### src/rtl/nibble_add_pkg.sv
// Shared types and constants for the nibble-serial adder: FSM state encoding,
// nibble width and the WIDTH legality check used at elaboration.
package nibble_add_pkg;

    typedef enum logic [1:0] {
        IDLE = 2'd0,
        RUN  = 2'd1,
        DONE = 2'd2
    } state_t;

    localparam int NIB_W = 4;

    function automatic bit width_ok(input int w);
        return (w >= NIB_W) && ((w % NIB_W) == 0);
    endfunction

endpackage

### src/rtl/nibble_cla_slice.sv
// Combinational 4-bit carry-lookahead slice. With NIBBLE_ADD_OVF_EN defined the
// carry into the top bit (c3) is exported for signed-overflow detection.
module nibble_cla_slice
    import nibble_add_pkg::*;
(
    input  logic [NIB_W-1:0] a,
    input  logic [NIB_W-1:0] b,
    input  logic             cin,
    output logic [NIB_W-1:0] sum,
    output logic             cout
`ifdef NIBBLE_ADD_OVF_EN
    ,
    output logic             c3
`endif
);

    logic [NIB_W-1:0] g;
    logic [NIB_W-1:0] p;
    logic [NIB_W:0]   c;

    assign g = a & b;
    assign p = a | b;

    // Every carry is a flat sum of products of g, p and cin, so no ripple path.
    assign c[0] = cin;
    assign c[1] = g[0] | (p[0] & cin);
    assign c[2] = g[1] | (p[1] & g[0]) | (p[1] & p[0] & cin);
    assign c[3] = g[2] | (p[2] & g[1]) | (p[2] & p[1] & g[0])
                | (p[2] & p[1] & p[0] & cin);
    assign c[4] = g[3] | (p[3] & g[2]) | (p[3] & p[2] & g[1])
                | (p[3] & p[2] & p[1] & g[0]) | (p[3] & p[2] & p[1] & p[0] & cin);

    assign sum  = a ^ b ^ c[NIB_W-1:0];
    assign cout = c[NIB_W];

`ifdef NIBBLE_ADD_OVF_EN
    assign c3 = c[NIB_W-1];
`endif

endmodule

### src/rtl/nibble_add_sequencer.sv
// WIDTH-bit adder that streams operands one nibble per clock through a single
// CLA slice. Optional signed-overflow output ovf enabled by NIBBLE_ADD_OVF_EN.
module nibble_add_sequencer
    import nibble_add_pkg::*;
#(
    parameter int WIDTH = 16
) (
    input  logic             clk,
    input  logic             rst,
    input  logic             in_valid,
    output logic             in_ready,
    input  logic [WIDTH-1:0] a,
    input  logic [WIDTH-1:0] b,
    input  logic             cin,
    output logic             out_valid,
    input  logic             out_ready,
    output logic [WIDTH:0]   result
`ifdef NIBBLE_ADD_OVF_EN
    ,
    output logic             ovf
`endif
);

    localparam int NIBBLES = WIDTH / NIB_W;
    localparam int IDX_W   = (NIBBLES > 1) ? $clog2(NIBBLES) : 1;
    localparam logic [IDX_W-1:0] LAST_IDX = IDX_W'(NIBBLES - 1);

    if (!width_ok(WIDTH)) begin : g_width_check
        $error("nibble_add_sequencer: WIDTH must be a multiple of 4 and at least 4");
    end

    state_t             state_q, state_d;
    logic               load, step;
    logic [IDX_W-1:0]   idx_q;
    logic               carry_q;
    logic [WIDTH-1:0]   a_q, b_q;
    logic [WIDTH-1:0]   sum_q, sum_nxt;
    logic [WIDTH:0]     result_q;
    logic [NIB_W-1:0]   slice_a, slice_b, slice_sum;
    logic               slice_cout;
`ifdef NIBBLE_ADD_OVF_EN
    logic               slice_c3;
    logic               ovf_q;
`endif

    always_comb begin
        state_d   = state_q;
        in_ready  = 1'b0;
        out_valid = 1'b0;
        load      = 1'b0;
        step      = 1'b0;
        case (state_q)
            IDLE: begin
                in_ready = 1'b1;
                if (in_valid) begin
                    load    = 1'b1;
                    state_d = RUN;
                end
            end
            RUN: begin
                step = 1'b1;
                if (idx_q == LAST_IDX) state_d = DONE;
            end
            DONE: begin
                out_valid = 1'b1;
                if (out_ready) state_d = IDLE;
            end
            default: state_d = IDLE;
        endcase
    end

    assign slice_a = a_q[idx_q*NIB_W +: NIB_W];
    assign slice_b = b_q[idx_q*NIB_W +: NIB_W];

    nibble_cla_slice u_slice (
        .a    (slice_a),
        .b    (slice_b),
        .cin  (carry_q),
        .sum  (slice_sum),
        .cout (slice_cout)
`ifdef NIBBLE_ADD_OVF_EN
        ,
        .c3   (slice_c3)
`endif
    );

    // Merge the current nibble so the final cycle can publish the full sum directly.
    always_comb begin
        sum_nxt = sum_q;
        sum_nxt[idx_q*NIB_W +: NIB_W] = slice_sum;
    end

    // Operand capture: plain data, only the load strobe matters.
    always_ff @(posedge clk) begin
        if (load) begin
            a_q <= a;
            b_q <= b;
        end
    end

    always_ff @(posedge clk) begin
        if (rst) begin
            state_q  <= IDLE;
            idx_q    <= '0;
            carry_q  <= 1'b0;
            sum_q    <= '0;
            result_q <= '0;
`ifdef NIBBLE_ADD_OVF_EN
            ovf_q    <= 1'b0;
`endif
        end else begin
            state_q <= state_d;
            if (load) begin
                carry_q <= cin;
                idx_q   <= '0;
                sum_q   <= '0;
            end else if (step) begin
                sum_q   <= sum_nxt;
                carry_q <= slice_cout;
                if (idx_q == LAST_IDX) begin
                    result_q <= {slice_cout, sum_nxt};
`ifdef NIBBLE_ADD_OVF_EN
                    ovf_q    <= slice_c3 ^ slice_cout;
`endif
                end else begin
                    idx_q <= idx_q + 1'b1;
                end
            end
        end
    end

    assign result = result_q;
`ifdef NIBBLE_ADD_OVF_EN
    assign ovf = ovf_q;
`endif

endmodule
### config.mk
export PLATFORM = sky130hd
export DESIGN_NAME = nibble_add_sequencer
export DESIGN_NICKNAME = d
export VERILOG_FILES = /design/src/rtl/nibble_add_pkg.sv /design/src/rtl/nibble_cla_slice.sv /design/src/rtl/nibble_add_sequencer.sv
export SDC_FILE = /design/constraint.sdc
export NUM_CORES = 1
export LEC_CHECK = 0
export CORE_ASPECT_RATIO = 1.5
export CORE_MARGIN = 1.5
export CORE_UTILIZATION = 40
export DETAILED_ROUTE_END_ITERATION = 8
export SLEW_MARGIN = 20
export SYNTH_ARGS = -nofsm -noshare
export SYNTH_HDL_FRONTEND = slang
export SYNTH_SLANG_ARGS = --single-unit
### constraint.sdc
create_clock -name clk -period 3.3 [get_ports clk]
set_input_delay 0.66 -clock clk [delete_from_list [all_inputs] [get_ports clk]]
set_output_delay 0.66 -clock clk [all_outputs]
set_load 0.01 [all_outputs]
# After elaboration in Yosys (flattened, before gate mapping)
# Index checks and enable logic that the tools add are counted.
[word_totals]
input_bits = 37
wordCells = 69
out_inout_bits = 19
register_bits = 70
[op_classes]
n_bitwise = 32
add_sub_neg = 2
muxes = 12
eq_ne = 6
reduce_logical = 6
n_shift = 4
[ops]
columns = ["operator", "count"]
rows = [
  ["$neg 4->34", 1],
  ["$shift 4x34->16 const A", 1],
  ["$shiftx 4x34->16", 1],
  ["$shiftx 16x5->4", 2],
  ["$and 1x1->1", 16],
  ["$bwmux 16", 1],
  ["$or 1x1->1", 10],
  ["$xor 4x4->4", 2],
  ["$mux 1", 7],
  ["$mux 2", 3],
  ["$ne 2x2->1 const B", 3],
  ["$pmux 2 s3", 1],
  ["$reduce_and 3->1", 2],
  ["$and 4x4->4", 1],
  ["$eq 2x2->1 const B", 2],
  ["$or 4x4->4", 1],
  ["$add 2x1->2 const B", 1],
  ["$eq 2x1->1 const B", 1],
  ["$logic_not 2->1", 1],
  ["$not 1->1", 2],
  ["$reduce_and 2->1", 1],
  ["$reduce_bool 2->1", 1],
  ["$reduce_or 2->1", 1],
]

# Logic depth before layout (Yosys ltp)
# Gate-level depths: netlist of run 1.
[logic_depth]
word_depth = 9
mapped_depth = 9

# Hierarchy
# From an unflattened synthesis of run 1, not the netlist that was laid out.
[hier_totals]
cells_unflattened = 266
area_unflattened_um2 = 3353.2
[modules_own_cells]
columns = ["module", "cells_each", "instances", "seq_area_each_um2", "area_each_um2"]
rows = [
  ["nibble_add_sequencer", 228, 1, 1721.7, 3076.7],
  ["nibble_cla_slice", 38, 1, 0.0, 276.5],
]

# Worst setup path after synthesis of run 1
# OpenSTA, ideal clock, no wires.
[synth_timing]
path_kind = "input to register"
start = "input in_valid"
end = "register a_q[0], enable pin"
slack_ps = 643
cell_stages = 3
path_buffers = 1
arrival_ps = 2235
required_time_ps = 2879
cell_sequence = "nand2b_1 clkbuf_1 nor2_1"
[synth_between]
elab_chain_len = 2
[synth_rtl]
columns = ["element", "line", "text"]
rows = [
  ["start: declaration", "nibble_add_sequencer.sv:10", "input logic in_valid,"],
  ["$mux 1", "nibble_add_sequencer.sv:55", "if (in_valid) begin"],
  ["$mux 1", "nibble_add_sequencer.sv:52", "case (state_q)"],
  ["named net load", "nibble_add_sequencer.sv:33", "logic load, step;"],
  ["end signal: assignment", "nibble_add_sequencer.sv:96", "a_q <= a;"],
  ["end: declaration", "nibble_add_sequencer.sv:36", "logic [WIDTH-1:0] a_q, b_q;"],
]
# The timed path passes the listed nets, and every way through them passes these cells.
# A chain may end at the register's enable or synchronous reset.

# Final worst setup path of run 1
[layout_timing]
start = "register idx_q[0]"
end = "register result_q[12], in the netlist result[12]"
[layout_between]
elab_chain_len = 9
elab_cells_between_ends = 27
cone_classes = "add/sub (1); eq/ne (1); shift (4); mux (1); bitwise (19); reduce/logical (1)"
[layout_rtl]
columns = ["element", "line", "text"]
rows = [
  ["start: declaration", "nibble_add_sequencer.sv:34", "logic [IDX_W-1:0] idx_q;"],
  ["start signal: assignment", "nibble_add_sequencer.sv:126", "idx_q <= idx_q + 1'b1;"],
  ["$shiftx 16x5->4, on equally long branches", "nibble_add_sequencer.sv:72, nibble_add_sequencer.sv:73", ""],
  ["$or 4x4->4 / $and 4x4->4 (equally long branches)", "nibble_cla_slice.sv:22, nibble_cla_slice.sv:21", ""],
  ["$and 1x1->1, on equally long branches", "nibble_cla_slice.sv:28, nibble_cla_slice.sv:29", ""],
  ["$or 1x1->1, or another cell as far along", "nibble_cla_slice.sv:28", "assign c[3] = g[2] | (p[2] & g[1]) | (p[2] & p[1] & g[0])"],
  ["$or 1x1->1 / $and 1x1->1 (equally long branches)", "nibble_cla_slice.sv:28, nibble_cla_slice.sv:29", ""],
  ["$or 1x1->1", "nibble_cla_slice.sv:29", "| (p[2] & p[1] & p[0] & cin);"],
  ["$xor 4x4->4", "nibble_cla_slice.sv:33", "assign sum = a ^ b ^ c[NIB_W-1:0];"],
  ["$shiftx 4x34->16", "nibble_add_sequencer.sv:90", "sum_nxt[idx_q*NIB_W +: NIB_W] = slice_sum;"],
  ["$bwmux 16", "nibble_add_sequencer.sv:90", ""],
  ["end signal: assignment", "nibble_add_sequencer.sv:121", "result_q <= {slice_cout, sum_nxt};"],
  ["end: declaration", "nibble_add_sequencer.sv:38", "logic [WIDTH:0] result_q;"],
]
# Several ways; a longest one is shown, not always the timed one.

==> results of run 1 <==
## registers in the layout, summed over array words and instances, names as in the netlist
signal	count
carry_q	1
idx_q	2
a_q	16
result	17
b_q	16
sum_q	16
state_q	2
## metrics by stage
stage	util [%]	setup WS [ns]	hold WS (ns)	cells
3_5_place_dp	49.0	0.356	0.480	432
4_1_cts	53.0	0.343	0.487	448
5_1_grt	53.0	0.216	0.510	448
6_report	53.0	0.388	0.486	448
3_3_place_gp	49.0	0.471	0.471	432
2_1_floorplan	-	0.643	0.453	284
## synthesized netlist by cell type (all sizes together), types with 7 or more instances
cell type / instances / area [sq um]
edfxtp: 32 / 961
nand2: 13 / 48.8
clkbuf: 7 / 26.3
ha: 15 / 188
mux4: 8 / 180
inv: 17 / 63.8
dfxtp: 38 / 761
buf: 11 / 71.3
a21oi: 17 / 85.1
nor2: 31 / 116
o21ai: 11 / 58.8
## cells by family after synthesis
logic type | Yosys count
simple gates | 75
compound gates | 73
flops | 70
buf+inv | 35
fa+ha+maj | 16
mux | 13
xor+xnor | 2
## layer usage
| layer | GRT usage, % | share of wire (%) |
|---|---|---|
| met1 | 20.1 | 39 |
| met2 | 32.0 | 53 |
| met5 | 0 | 0 |
| met3 | 4.24 | 4.9 |
| met4 | 9.75 | 2.7 |
## final cells by class
| cell class | instances | area (sq um) | area share, % |
|---|---|---|---|
| inverters | 17 | 63.8 | 1.51 |
| clock buffers | 13 | 270 | 6.41 |
| flip-flops and latches | 70 | 1720 | 40.9 |
| well taps | 105 | 131 | 3.12 |
| repair buffers | 61 | 596 | 14.1 |
| clock inverters | 3 | 41.3 | 0.980 |
| multi-input cells | 179 | 1390 | 33.0 |
## worst max-delay path: cells and delay by family (launching register included)
kind,cells,cell delay (ns)
compound gates,1,0.23
fa+ha+maj,1,0.74
flops,1,0.73
mux,2,0.78
simple gates,1,0.33
## where the power goes
part           switching, W  leakage, nW  internal (W)  total, W
Clock              0.000348        0.156      0.000646  0.000994
Combinational      0.000153        0.725      0.000132  0.000285
Sequential        0.0000199        0.612      0.000944  0.000964
## final timing paths
path,start,cells past startpoint,endpoint,slack (ns)
setup reg to reg,idx_q[0],5,result[12],0.39
hold reg to reg,sum_q[15],2,sum_q[15],0.49
hold / removal,sum_q[15],2,sum_q[15],0.49
setup / recovery,idx_q[0],5,result[12],0.39
==> impl_metrics.toml, run 1 <==
[critical_path]
crit_path_cell_trace = "mux4_2 -> fa_1 -> nor4b_1 -> mux2i_1 -> a211oi_1"
cp_max_fo = 11
cp_data_arrival_time_ns = 3.16
cp_endpoint_kind = "flip-flop"
crit_required_ns = 3.55
cp_slowest_stage_delay_ns = 0.74
slowest_stage = "sky130_fd_sc_hd__fa_1"
timing.critical_path.from_type = "flip-flop"
path_class = "reg2reg"

[layout]
final_common_cell = "sky130_fd_sc_hd__clkdlybuf4s50_1"
filler_cell_count = 711
drive_above_1_share_pct = 12.0
num-nets-final = 391
antenna-diode-count = 0
synthToLayoutAreaGrowth_pct = 28.8
final_design_area_no_fill_sq_um = 4210
final_cell_mix = "sky130_fd_sc_hd__clkdlybuf4s50_1, sky130_fd_sc_hd__dfxtp_1, sky130_fd_sc_hd__edfxtp_1"

[yosys]
synth_seq_area_share_pct = 52.6
postSynthAreaPerCell_sq_um = 11.5
netlist_instances = 284
synth_enable_flop_cells = 32
synth_xor_area_share_pct = 0.536
ys_warn_count = 0
synth.distinct_cells = 52
synthesis.nets = 337
netlist_area_before_placement_sq_um = 3270
synthSimpleGateAreaFrac_pct = 11.6
async_flop_share_pct = 0
combinational_family_with_the_most_area_after_synthesis = "compound AO/OA/AOI/OAI gates"
synth_compound_gate_area_share_pct = 16.6
synth_ff_type = "sky130_fd_sc_hd__dfxtp_1"
synth_fa_ha_area_share_pct = 6.35
yosys_register_bits = 70
synth.mux.area_fraction_pct = 7.38

[placed_design]
port-buffer-count = 55
globalplace.congestion = 0.876
dpl.hpwl_mm = 5.34
placed_standard_cell_area_sq_um = 3900

[sta]
finalCriticalPeriod_ns = 2.91
finalSetupViolCount = 0
timing_hold_violations_final = 0
setup_repair_after_global_routing_missed_its_margin = "no"
period_share_pct = 88.3
fin_setup_tns_ns = 0
timing_max_transition_violations_final = 0
skew_ns = 0.00564
achievable-frequency_mhz = 343
timing_worst_slew_pin_value_ns = 0.653
max-slew-margin-rel_pct = 56.4

[floorplan]
die_width_microns = 76.8
start_util_pct = 41.1
die_height_microns = 114
die_area_sq_um = 8740
io_pins = 56
num_rows = 40
core_area_sq_um = 7960

[route]
remaining_drc_errors = 0
postRouteAntennaNets = 0
initialDrtViolationCount = 168
avgViaCountPerCell = 5.46
detailroute.via_count = 2448
drt_pass1_iterations = 4
detail_route.wirelength_mm = 7.24
wl_per_cell_microns = 16.2

[clocking]
cts-root-buf = "sky130_fd_sc_hd__clkbuf_16"
clk_path_buf_depth = 2
hold_buf_cts = 0
cts_tree = "built"
worst_skew_pair.late_latency_ns = 0.33
clkTransAtPathRegs_ns = 0.06
cts_repair_resize_count = 0
clock-sinks = 70
cts_max_level = 3
cts-buffers-inserted = 9
buffers_inserted_during_post_cts_setup_optimization = 0

[power]
final_total_pwr_w = 0.00224
powerDensity_nw_per_um2 = 532
ir_drop_mv = 0.376
power.static_leakage_nw = 1.49

[grt]
grt_first_pass_wirelength_mm = 11.8
pin_count_of_the_biggest_net_entering_global_routing = 33
number_of_global_route_vias_before_repair = 2351
grt_use_total_pct = 18.2
grt_antenna_before_repair = 0
grt_overflow = 0

[outcome]
status = "finished clean"

[min_path]
worst_hold_path_type = "reg2reg"

[job]
maxCapViolCount = 0
(Power assumes the default switching activity.)
==> inputs of run 2 (changes only) <==
- ABC_AREA: not set -> 1
- CTS_CLUSTER_DIAMETER: not set -> 50
- PLACE_DENSITY: not set -> 0.65
- clock period: 3.3 -> 2.4 ns (I/O delays scaled with it)
==> impl_metrics.toml, run 2 <==
[route]
remaining_drc_errors = 0
postRouteAntennaNets = 0
detail_route.wirelength_mm = 6.67
avgViaCountPerCell = 4.86
wl_per_cell_microns = 12.5
initialDrtViolationCount = 151
drt_pass1_iterations = 5
detailroute.via_count = 2588

[power]
ir_drop_mv = 0.476
final_total_pwr_w = 0.00299
power_frac_clock_pct = 39.4
pwr-share-comb_pct = 15.8
power.net_switching_w = 0.000758
powerDensity_nw_per_um2 = 697
sw_frac_of_total_pct = 25.4
internal_power_w = 0.00223
power.static_leakage_nw = 1.92
pwr-share-seq_pct = 44.8

[sta]
finalSetupViolCount = 0
achievable-frequency_mhz = 451
timing_hold_violations_final = 0
max-slew-margin-rel_pct = 72.5
timing_worst_slew_pin_value_ns = 0.413
setup_repair_after_global_routing_missed_its_margin = "no"
period_share_pct = 92.4
skew_ns = 0.00607
whs_ns = 0.547
finalCriticalPeriod_ns = 2.22
fin_setup_tns_ns = 0
timing_max_transition_violations_final = 0

[floorplan]
start_util_pct = 41.7
num_rows = 40
core_area_sq_um = 8110
die_height_microns = 116
die_width_microns = 78.1
die_area_sq_um = 9030
io_pins = 56

[critical_path]
worst_setup_path_startpoint = "idx_q[1]"
crit_required_ns = 2.68
setup.reg_to_reg.worst_slack_ns = 0.18
cp_max_fo = 20
cp_endpoint_kind = "flip-flop"
cp_data_arrival_time_ns = 2.49
timing.critical_path.from_type = "flip-flop"
critical_path.reg2reg.startpoint = "idx_q[1]"
reg2regPathDepth = 8
path_class = "reg2reg"

[layout]
final_cell_mix = "sky130_fd_sc_hd__inv_1, sky130_fd_sc_hd__clkdlybuf4s50_1, sky130_fd_sc_hd__nand2_1"
final_cells = 532
num-nets-final = 475
antenna-diode-count = 0
drive_above_1_share_pct = 9.13
filler_cell_count = 799
largest_register_ff_count = 17
final_common_cell = "sky130_fd_sc_hd__inv_1"
synthToLayoutAreaGrowth_pct = 26.7

[clocking]
clock-sinks = 70
worst_skew_pair.late_latency_ns = 0.33
cts_max_level = 3
cts-root-buf = "sky130_fd_sc_hd__clkbuf_16"
clk_path_buf_depth = 2
buffers_inserted_during_post_cts_setup_optimization = 0
cts-buffers-inserted = 9
hold_buf_cts = 0
clkTransAtPathRegs_ns = 0.05
cts_tree = "built"
cts_repair_resize_count = 0

[grt]
number_of_global_route_vias_before_repair = 2581
pin_count_of_the_biggest_net_entering_global_routing = 33
grt_first_pass_wirelength_mm = 11.1
grt_overflow = 0
grt_use_total_pct = 16.0
grt_antenna_before_repair = 0

[placed_design]
dpl.hpwl_mm = 4.92
port-buffer-count = 55
globalplace.congestion = 0.872
number_of_placed_instances_taps_included = 516

[yosys]
cell_with_the_most_instances_after_synthesis = "sky130_fd_sc_hd__inv_1"
ys_warn_count = 0
synthesis.nets = 418
synth.distinct_cells = 32
synth_ff_type = "sky130_fd_sc_hd__dfxtp_1"
postSynthAreaPerCell_sq_um = 9.27
netlist.top_cell.by_area = "sky130_fd_sc_hd__edfxtp_1"
synth_top_cells_by_count = "sky130_fd_sc_hd__inv_1, sky130_fd_sc_hd__nand2_1, sky130_fd_sc_hd__dfxtp_1, sky130_fd_sc_hd__edfxtp_1, sky130_fd_sc_hd__a21oi_1"
synth_seq_area_share_pct = 50.9
async_flop_share_pct = 0
netlist_instances = 365
synth.top_cell.area_share_pct = 28.4
netlist_area_before_placement_sq_um = 3380
yosys_register_bits = 70
synth_top_cells_by_area = "sky130_fd_sc_hd__edfxtp_1, sky130_fd_sc_hd__dfxtp_1, sky130_fd_sc_hd__inv_1, sky130_fd_sc_hd__nand2_1, sky130_fd_sc_hd__ha_1"
synth_enable_flop_cells = 32

[job]
maxCapViolCount = 0

[outcome]
status = "finished clean"

[min_path]
worst_hold_path_type = "reg2reg"
hold_depth = 4
hold_path_startpoint = "sum_q[8]"
-- run 2: cell types whose count changed in the layout (fill, tap and decap cells not counted), sizes merged, moves of 7 or more --
cell / previous run / this run
a21oi: 17 / 24
o21ai: 11 / 29
nor2: 31 / 17
mux4: 8 / 0
o21bai: 0 / 12
inv: 18 / 75
nand2: 13 / 59
nand3: 3 / 20
-- run 2: logic make-up after synthesis --
kind of cell / count (synthesis) / share of synthesized area [%]
and+or+nand+nor: 100 / 13.5
AOI/OAI and AO/OA: 88 / 17.7
xor gates and xnor gates: 1 / 0.259
adders and majority gates: 16 / 6.14
DFF: 70 / 50.9
buffers and inverters: 90 / 11.5
-- run 2: through the flow --
stage | utilization, % | area [sq um] | setup WS, ns
2_1_floorplan | - | 3380 | 0.378
6_report | 52.9 | 4290 | 0.183
5_1_grt | 52.9 | 4290 | 0.0204
3_3_place_gp | 49.3 | 4000 | 0.202
4_1_cts | 52.5 | 4260 | 0.112
3_5_place_dp | 49.3 | 4000 | 0.102
-- run 2: critical path: stages, from the launching register on --
cell	delay, ns
sky130_fd_sc_hd__dfxtp_1	0.46
sky130_fd_sc_hd__inv_6	0.14
sky130_fd_sc_hd__a21oi_1	0.23
sky130_fd_sc_hd__a32oi_4	0.10
sky130_fd_sc_hd__fa_1	0.56
sky130_fd_sc_hd__inv_1	0.06
sky130_fd_sc_hd__o32ai_1	0.41
sky130_fd_sc_hd__o21ai_0	0.13
sky130_fd_sc_hd__inv_1	0.06
-- run 2: power groups by stage --
stage	Clock [W]	Sequential, W	Combinational, W
2_1_floorplan	0	0.00136	0.000317
3_3_place_gp	0	0.00136	0.000453
3_5_place_dp	0	0.00136	0.000463
4_1_cts	0.00120	0.00134	0.000465
5_1_grt	0.00125	0.00134	0.000526
6_report	0.00118	0.00134	0.000472
-- run 2: path summary, 6_finish.rpt --
kind	end
min reg2reg	sum_q[8]
max	sum_q[8]
min	sum_q[8]
max reg2reg	sum_q[8]
-- run 2: final cells by class --
| class | count | area (sq um) | area share [%] |
|---|---|---|---|
| Clock inverter | 2 | 10.0 | 0.233 |
| Timing Repair Buffer | 59 | 584 | 13.6 |
| Inverter | 77 | 295 | 6.88 |
| Multi-Input combinational cell | 205 | 1290 | 30.1 |
| Clock buffer | 14 | 254 | 5.92 |
| Sequential cell | 70 | 1720 | 40.1 |
| Tap cell | 105 | 131 | 3.06 |
-- run 2: metal layers --
| metal | track usage, % | part of all wire [%] |
|---|---|---|
| met1 | 16.5 | 40 |
| met2 | 29.3 | 53 |
| met3 | 2.76 | 3.5 |
| met4 | 11.0 | 3.3 |
| met5 | 0 | 0 |
